**src/rtl/note_stream_scheduler.sv**
```systemverilog
// Note-lane serialiser: buffers pattern bytes in a small FIFO and shifts them out MSB-first
// with one strobe per bit at a programmable step rate. Optional build macro: SCHED_LOOP_EN.
module note_stream_scheduler #(
    parameter int DIV_W   = 16,
    parameter int FIFO_AW = 2
) (
    input  logic             CLK,
    input  logic             RST,
    input  logic [DIV_W-1:0] DIV,
    input  logic             START,
    input  logic             STOP,
    input  logic             PAT_VALID,
    input  logic [7:0]       PAT_DATA,
    output logic             PAT_READY,
    output logic             SHIFT_EN,
    output logic             DATA_OUT,
    output logic             FRAME_SYNC,
    output logic             BUSY,
    output logic             UNDERRUN,
    output logic [FIFO_AW:0] LEVEL,
    output logic [1:0]       DBG_STATE
);

    // PAT_VALID/PAT_READY: a byte transfers on every CLK edge where both are high,
    // in any state; PAT_READY depends only on registered occupancy.
    localparam int               DEPTH_N = 1 << FIFO_AW;
    localparam logic [FIFO_AW:0] DEPTH   = {1'b1, {FIFO_AW{1'b0}}};

    typedef enum logic [1:0] {
        IDLE  = 2'd0,
        RUN   = 2'd1,
        DRAIN = 2'd2
    } state_t;

    state_t             state;
    logic [DIV_W-1:0]   divider;
    logic [2:0]         bit_idx;
    logic [7:0]         byte_reg;
    logic [7:0]         mem [DEPTH_N];
    logic [FIFO_AW-1:0] wr_ptr;
    logic [FIFO_AW-1:0] rd_ptr;
    logic [FIFO_AW:0]   level;
    logic               shift_en_q;
    logic               data_out_q;
    logic               frame_sync_q;
    logic               underrun_q;

    logic       tick;
    logic       push;
    logic       pop;
    logic       byte_start;
    logic [7:0] next_byte;
    logic [7:0] emit_byte;

    assign tick       = (state != IDLE) && (divider == '0);
    assign push       = PAT_VALID && PAT_READY;
    assign byte_start = tick && (bit_idx == 3'd7);
    assign pop        = byte_start && (level != '0);

    // An empty FIFO at a byte boundary yields a rest byte, or a replay of the last byte when looping.
    always_comb begin
        next_byte = 8'h00;
        if (pop) begin
            next_byte = mem[rd_ptr];
        end else begin
`ifdef SCHED_LOOP_EN
            next_byte = byte_reg;
`else
            next_byte = 8'h00;
`endif
        end
    end

    assign emit_byte = (bit_idx == 3'd7) ? next_byte : byte_reg;

    always_ff @(posedge CLK) begin
        if (push) begin
            mem[wr_ptr] <= PAT_DATA;
        end
    end

    always_ff @(posedge CLK) begin
        if (RST) begin
            wr_ptr <= '0;
            rd_ptr <= '0;
            level  <= '0;
        end else begin
            if (push) begin
                wr_ptr <= wr_ptr + FIFO_AW'(1);
            end
            if (pop) begin
                rd_ptr <= rd_ptr + FIFO_AW'(1);
            end
            case ({push, pop})
                2'b10:   level <= level + (FIFO_AW + 1)'(1);
                2'b01:   level <= level - (FIFO_AW + 1)'(1);
                default: level <= level;
            endcase
        end
    end

    always_ff @(posedge CLK) begin
        if (RST) begin
            state        <= IDLE;
            divider      <= '0;
            bit_idx      <= 3'd7;
            byte_reg     <= 8'h00;
            shift_en_q   <= 1'b0;
            data_out_q   <= 1'b0;
            frame_sync_q <= 1'b0;
            underrun_q   <= 1'b0;
        end else begin
            shift_en_q   <= 1'b0;
            frame_sync_q <= 1'b0;
            case (state)
                IDLE: begin
                    if (START && !STOP) begin
                        state      <= RUN;
                        divider    <= DIV;
                        bit_idx    <= 3'd7;
                        byte_reg   <= 8'h00;
                        underrun_q <= 1'b0;
                    end
                end
                RUN, DRAIN: begin
                    if (tick) begin
                        divider      <= DIV;
                        shift_en_q   <= 1'b1;
                        data_out_q   <= emit_byte[bit_idx];
                        frame_sync_q <= (bit_idx == 3'd0);
                        bit_idx      <= bit_idx - 3'd1;
                        if (bit_idx == 3'd7) begin
                            byte_reg <= next_byte;
                        end
`ifndef SCHED_LOOP_EN
                        if (byte_start && !pop) begin
                            underrun_q <= 1'b1;
                        end
`endif
                    end else begin
                        divider <= divider - DIV_W'(1);
                    end
                    if (state == DRAIN && tick && bit_idx == 3'd0) begin
                        state <= IDLE;
                    end else if (state == RUN && STOP) begin
                        state <= DRAIN;
                    end
                end
                default: state <= IDLE;
            endcase
        end
    end

    assign PAT_READY  = (level != DEPTH);
    assign LEVEL      = level;
    assign BUSY       = (state != IDLE);
    assign DBG_STATE  = state;
    assign SHIFT_EN   = shift_en_q;
    assign DATA_OUT   = data_out_q;
    assign FRAME_SYNC = frame_sync_q;
    assign UNDERRUN   = underrun_q;

endmodule

```
**config.mk**
```make
export PLATFORM = sky130hd
export DESIGN_NAME = note_stream_scheduler
export DESIGN_NICKNAME = d
export VERILOG_FILES = /design/src/rtl/note_stream_scheduler.sv
export SDC_FILE = /design/constraint.sdc
export NUM_CORES = 1
export LEC_CHECK = 0
export CORE_ASPECT_RATIO = 1.75
export CORE_MARGIN = 2
export CORE_UTILIZATION = 57
export CTS_CLUSTER_SIZE = 20
export DETAILED_ROUTE_END_ITERATION = 12
export DONT_BUFFER_PORTS = 1
export PLACE_DENSITY = 0.75
export SLEW_MARGIN = 20
export SYNTH_ARGS = -nofsm -noshare
export SYNTH_HDL_FRONTEND = slang
export SYNTH_SLANG_ARGS = --single-unit
```
**constraint.sdc**
```tcl
create_clock -name CLK -period 2.4 [get_ports CLK]
set_input_delay 0.24 -clock CLK [delete_from_list [all_inputs] [get_ports CLK]]
set_output_delay 0.24 -clock CLK [all_outputs]
set_load 0.03 [all_outputs]
```
* Word-level counts from Yosys, hierarchy flattened
Memory sizes are Yosys's and may differ from the RTL's. A register that Yosys moved wholly into a read port is not among the register bits. Index checks and enable logic that the tools add are counted.
Storage, ports and cells: register bits 40, RAM bits 32, memories 1
Memory list:
- mem | depth 4, width 8, read ports 1, clocked after memory_dff 1, wr ports 1, RTL line 39 | logic [7:0] mem [DEPTH_N];
Operators by class: equality and inequality tests 10, magnitude comparators 1, add/subtract/negate cells 6, muxes and demuxes 27, bitwise logic cells 2, reductions and logical operators 26
Operator list (count):
- 16-bit two-way mux | 2
- 8-bit two-way mux | 4
- 16-bit case mux with 2 select lines | 1
- 16-bit zero test | 1
- 8-bit case mux with 2 select lines | 1
- 16-bit by 1-bit subtractor with 16-bit output, second input constant | 1
- 3-bit case mux with 2 select lines | 2
- 2-bit two-way mux | 5
- 1-bit logical AND | 9
- 1-bit two-way mux | 7
- 3-bit two-way mux | 2
- 2-bit != test, second input constant | 3
- 3-bit != test, second input constant | 2
- 2-bit AND reduction | 3
- 2-bit nonzero test | 3
- 3-bit by 1-bit subtractor with 3-bit output, second input constant | 2
- 2-bit by 1-bit adder with 2-bit output, second input constant | 2
- 2-bit by 1-bit == test with 1-bit output, second input constant | 2
- 2-bit == test, second input constant | 2
- 3-bit by 4-bit less-than comparator with 1-bit output, second input constant | 1
- 2-bit case mux with 2 select lines | 1
- 4-bit AND reduction | 1
- 2-bit OR reduction | 2
- 3-bit by 1-bit adder with 3-bit output, second input constant | 1
- 10 further kinds | 12

* Depth between registers and ports, before layout
word-level depth 9, gate-level depth with buffers 12, mapped depth without buffers 11

* Worst setup path before layout
No wires, ideal clock.
kind register to register, start register state[0], in the netlist DBG_STATE[0], end register level[2], in the netlist LEVEL[2], path buffers 1, arrival 2874 ps, stages on the path, launching flop included 13, clock period less this slack 2945 ps, setup slack -545 ps, path through dfxtp_1 inv_1 ha_1 nor3b_1 and4_1 and3_1 buf_2 ha_1 inv_1 fa_1 xor2_1 or3_1 a21oi_1
Between the ends: cells in the longest elaborated chain, start to end 6, elaborated cells between the ends (all ways) 8
Ends and longest elaborated chain:
- from (decl) | RTL line 35 | state_t state;
- from (signal assigned) | RTL line 104 | state <= IDLE;
- from (signal assigned) | RTL line 118 | state <= RUN;
- from (signal assigned) | RTL line 144 | state <= IDLE;
- 2-bit nonzero test * | RTL line 55 | assign tick = (state != IDLE) && (divider == '0);
- 1-bit logical AND * | RTL line 55
- 1-bit logical AND * | RTL line 57 | assign byte_start = tick && (bit_idx == 3'd7);
- 1-bit logical AND * | RTL line 58 | assign pop = byte_start && (level != '0);
- named net pop | RTL line 50 | logic pop;
- 2-bit by 1-bit == test with 1-bit output or 2-bit == test (tied branches) | RTL line 94 | case ({push, pop})
- 3-bit case mux with 2 select lines or 2-bit nonzero test (tied branches)
- to (signal assigned) | RTL line 95 | 2'b10: level <= level + (FIFO_AW + 1)'(1);
- to (signal assigned) | RTL line 96 | 2'b01: level <= level - (FIFO_AW + 1)'(1);
- to (signal assigned) | RTL line 97 | default: level <= level;
- to (decl) | RTL line 42 | logic [FIFO_AW:0] level;
Mark *: on every way through the listed nets, which the timed path passes. The rest lies on a longest branch. A chain may end at the register's enable or synchronous reset.

* Worst setup path in the final report
start register state[1], in the netlist DBG_STATE[1], end register level[2], in the netlist LEVEL[2]
Between the ends: cells in the longest elaborated chain, start to end 6, elaborated cells between the ends (all ways) 8
Ends and longest elaborated chain (RTL line):
- 2-bit nonzero test * | 55
- 1-bit logical AND * | 55
- 1-bit logical AND * | 57
- 1-bit logical AND * | 58
- 2-bit by 1-bit == test with 1-bit output or 2-bit == test (tied branches) | 94
- 3-bit case mux with 2 select lines or 2-bit nonzero test (tied branches)
Mark *: on every way between the ends. The rest lies on a longest branch, timed or not.

==> results.toml <==
[pwr]
vdd_drop_max_uv = 723
leakagePower_nw = 1.66
cellPowerDensity_nw_per_um2 = 916
power_w = 0.00407

[synthesis]
yosysWarningCount = 0
synth-async-reset-ratio_pct = 0
muxShareOfSynthArea_pct = 6.31
synthCells = 363
ys_seq_elements = 74
synth_top_family_by_area = "simple AND/OR/NAND/NOR gates"
synth_area_leaders = "edfxtp_1 (26%), dfxtp_1 (23%), ha_1 (5.0%)"
synth-compound-area-share_pct = 16.7
yosys.cell_types.count = 59
netlist_area_um2 = 3730
yosys.area.top_type = "edfxtp_1"
synth_ff_type = "dfxtp_1"
yosys.area_share.adder_pct = 5.57
mappedNetlistNets = 408
synthXorXnorAreaFrac_pct = 1.17
post_synth_and_or_nand_nor_area_fraction_pct = 16.9
synth_top_area_share_pct = 25.8
ys_seq_area_share_pct = 48.3
syn_area_per_cell_um2 = 10.3
synth_edf_count = 32

[grt]
antenna_found_initial = 0
grt_use_total_pct = 25.3
overflow = 0
grt_max_degree = 33
grt_pass1_wl_mm = 14.1
grt_pass1_vias = 3095

[timing]
finalCritPeriodShare_pct = 100
slew_headroom_pct = 61.8
worst_slack_ps = -0.155
tightest_slew_ps = 572
setup_viol = 1
finClkSkew_ps = 8.52
drv_slew = 0
max_freq_mhz = 417
min_period_ps = 2400
rsz0062_at_grt = "true"
hold_viol_final = 0

[finish]
stdcell_count = 478
regArea_um2 = 1810
syn_to_final_growth_pct = 19.2
multiInputGateArea_um2 = 1790
diodes = 0
fin_nets = 436
largest_register_ffs = 32
n_fill_cell = 493
final_common_cell = "dfxtp_1"
final_cell_mix = "dfxtp_1 (39), edfxtp_1 (32), nor2_1 (30)"
drive_above_1_share_pct = 19.7

[worst_setup_path]
cp-end-kind = "flop"
rrSetupSlack_ps = -0.2
cp_max_fo = 3
crit_type = "flop to flop"
cp_data_required_time_ps = 2660
startpoint_type = "flop"
rr_worst_depth = 11
arrival_ps = 2660

[floorplanning]
row_count = 39
die-area_um2 = 7230
ioPinCount = 40
die_y_um = 111
fp.dieW_um = 65.1
initial_core_util_pct = 57.9
core_um2 = 6440

[cts]
insertion_delay_ps = 340
clockBufferDepth = 2
cts.sinks = 74
clockRootBuffer = "clkbuf_16"
htreeDepth = 3
cts_tree = "done"
cts.clk_slew.worst_paths_ps = 60
cts_made_buffers = 9

[place]
hpwlAfterDp_mm = 5.96
place_congestion = 0.944
portBuffers = 0
dp.cells = 449

[run_status]
failed_checks = "setup timing"
status = "finished with violations"

[worst_hold_path]
hold_class = "primary input to flop"
worstHoldPathCells = 1

[drt]
drc_errors = 0
wl_per_cell_um = 17.9
viasPerCell = 6.23
drtPass1Iterations = 4
ant_nets = 0
drtIter0Drc = 169
vias = 2979
totalWireLength_mm = 8.55

[run]
maxCapViolations = 0
-- path summary, 6_finish.rpt --
check / to / start
worst max-delay path: LEVEL[2] / DBG_STATE[1]
worst min-delay path: bit_idx[1] / RST
worst max register to register: LEVEL[2] / DBG_STATE[1]
worst min register to register: byte_reg[6] / byte_reg[6]
-- through the flow --
step	instance area, µm²	util [%]	TNS (ps)	hold slack, ps	setup WS [ps]
finish	4440	69.0	-0.155	7.57	-0.155
global route	4440	69.0	-112	20.8	-112
CTS	4430	68.8	0	1.66	11.2
detailed placement	3950	61.3	-55.6	308	-55.6
global placement	3950	61.3	0	309	16.5
floorplan	3780	-	-67.0	339	-67.0
-- layout make-up --
| class | instances | share of cell area [%] |
|---|---|---|
| clock buffers | 10 | 5.15 |
| flip-flops and latches | 74 | 40.7 |
| repair buffers | 37 | 7.04 |
| well taps | 82 | 2.31 |
| multi-input cells | 249 | 40.4 |
| clock inverters | 6 | 2.59 |
| inverters | 20 | 1.80 |
-- power breakdown --
part           internal (W)  switching (W)  total, W
Clock               0.00102       0.000506   0.00152
Combinational      0.000404       0.000627   0.00103
Sequential          0.00142      0.0000962   0.00151
-- metal layers --
metal / GRT usage (%) / up-vias / part of all wire [%]
li1: - / 1400 / -
met1: 24.6 / 1450 / 36
met2: 47.7 / 105 / 57
met3: 5.69 / 24 / 4.5
met4: 13.1 / 0 / 2.9
met5: 0 / - / 0
-- critical path: stages, from the launching register on --
cell	delay, ps
dfxtp_4	360
inv_4	50
ha_4	160
nor3b_4	230
and4_4	260
and3_4	190
ha_4	120
inv_1	40
fa_2	330
xor2_1	160
or3_1	310
a21oi_1	130
-- cells in the mapped netlist (9+ instances only) --
| cell | number |
|---|---|
| dfxtp_1 | 42 |
| nor2_1 | 30 |
| inv_1 | 20 |
| edfxtp_1 | 32 |
| nor3_1 | 9 |
| ha_1 | 15 |
| and3_1 | 10 |
| a21oi_1 | 25 |
| nand2_1 | 25 |
| o21ai_0 | 25 |
| a211oi_1 | 9 |
| clkbuf_1 | 10 |
-- cells by family (layout without fill, tap and decap cells) --
group / count (synthesis) / count (layout)
AO/OA/AOI/OAI: 97 / 97
XOR/XNOR: 5 / 5
adder cells (fa/ha/maj): 16 / 16
buffers and inverters: 40 / 73
flip-flops: 74 / 74
multiplexers: 13 / 13
AND/OR/NAND/NOR: 118 / 118
-- repair_timing --
action                                  4_1_cts  5_1_grt
hold buffers                                 10        0
resized for setup                             3        3
setup buffers                                 2        1
cloned                                        0        0
pin swaps                                     2        1
endpoints found under the hold margin        65        0
endpoints found under the setup margin        1        5
Note: power is estimated with default switching activity, not from simulation.
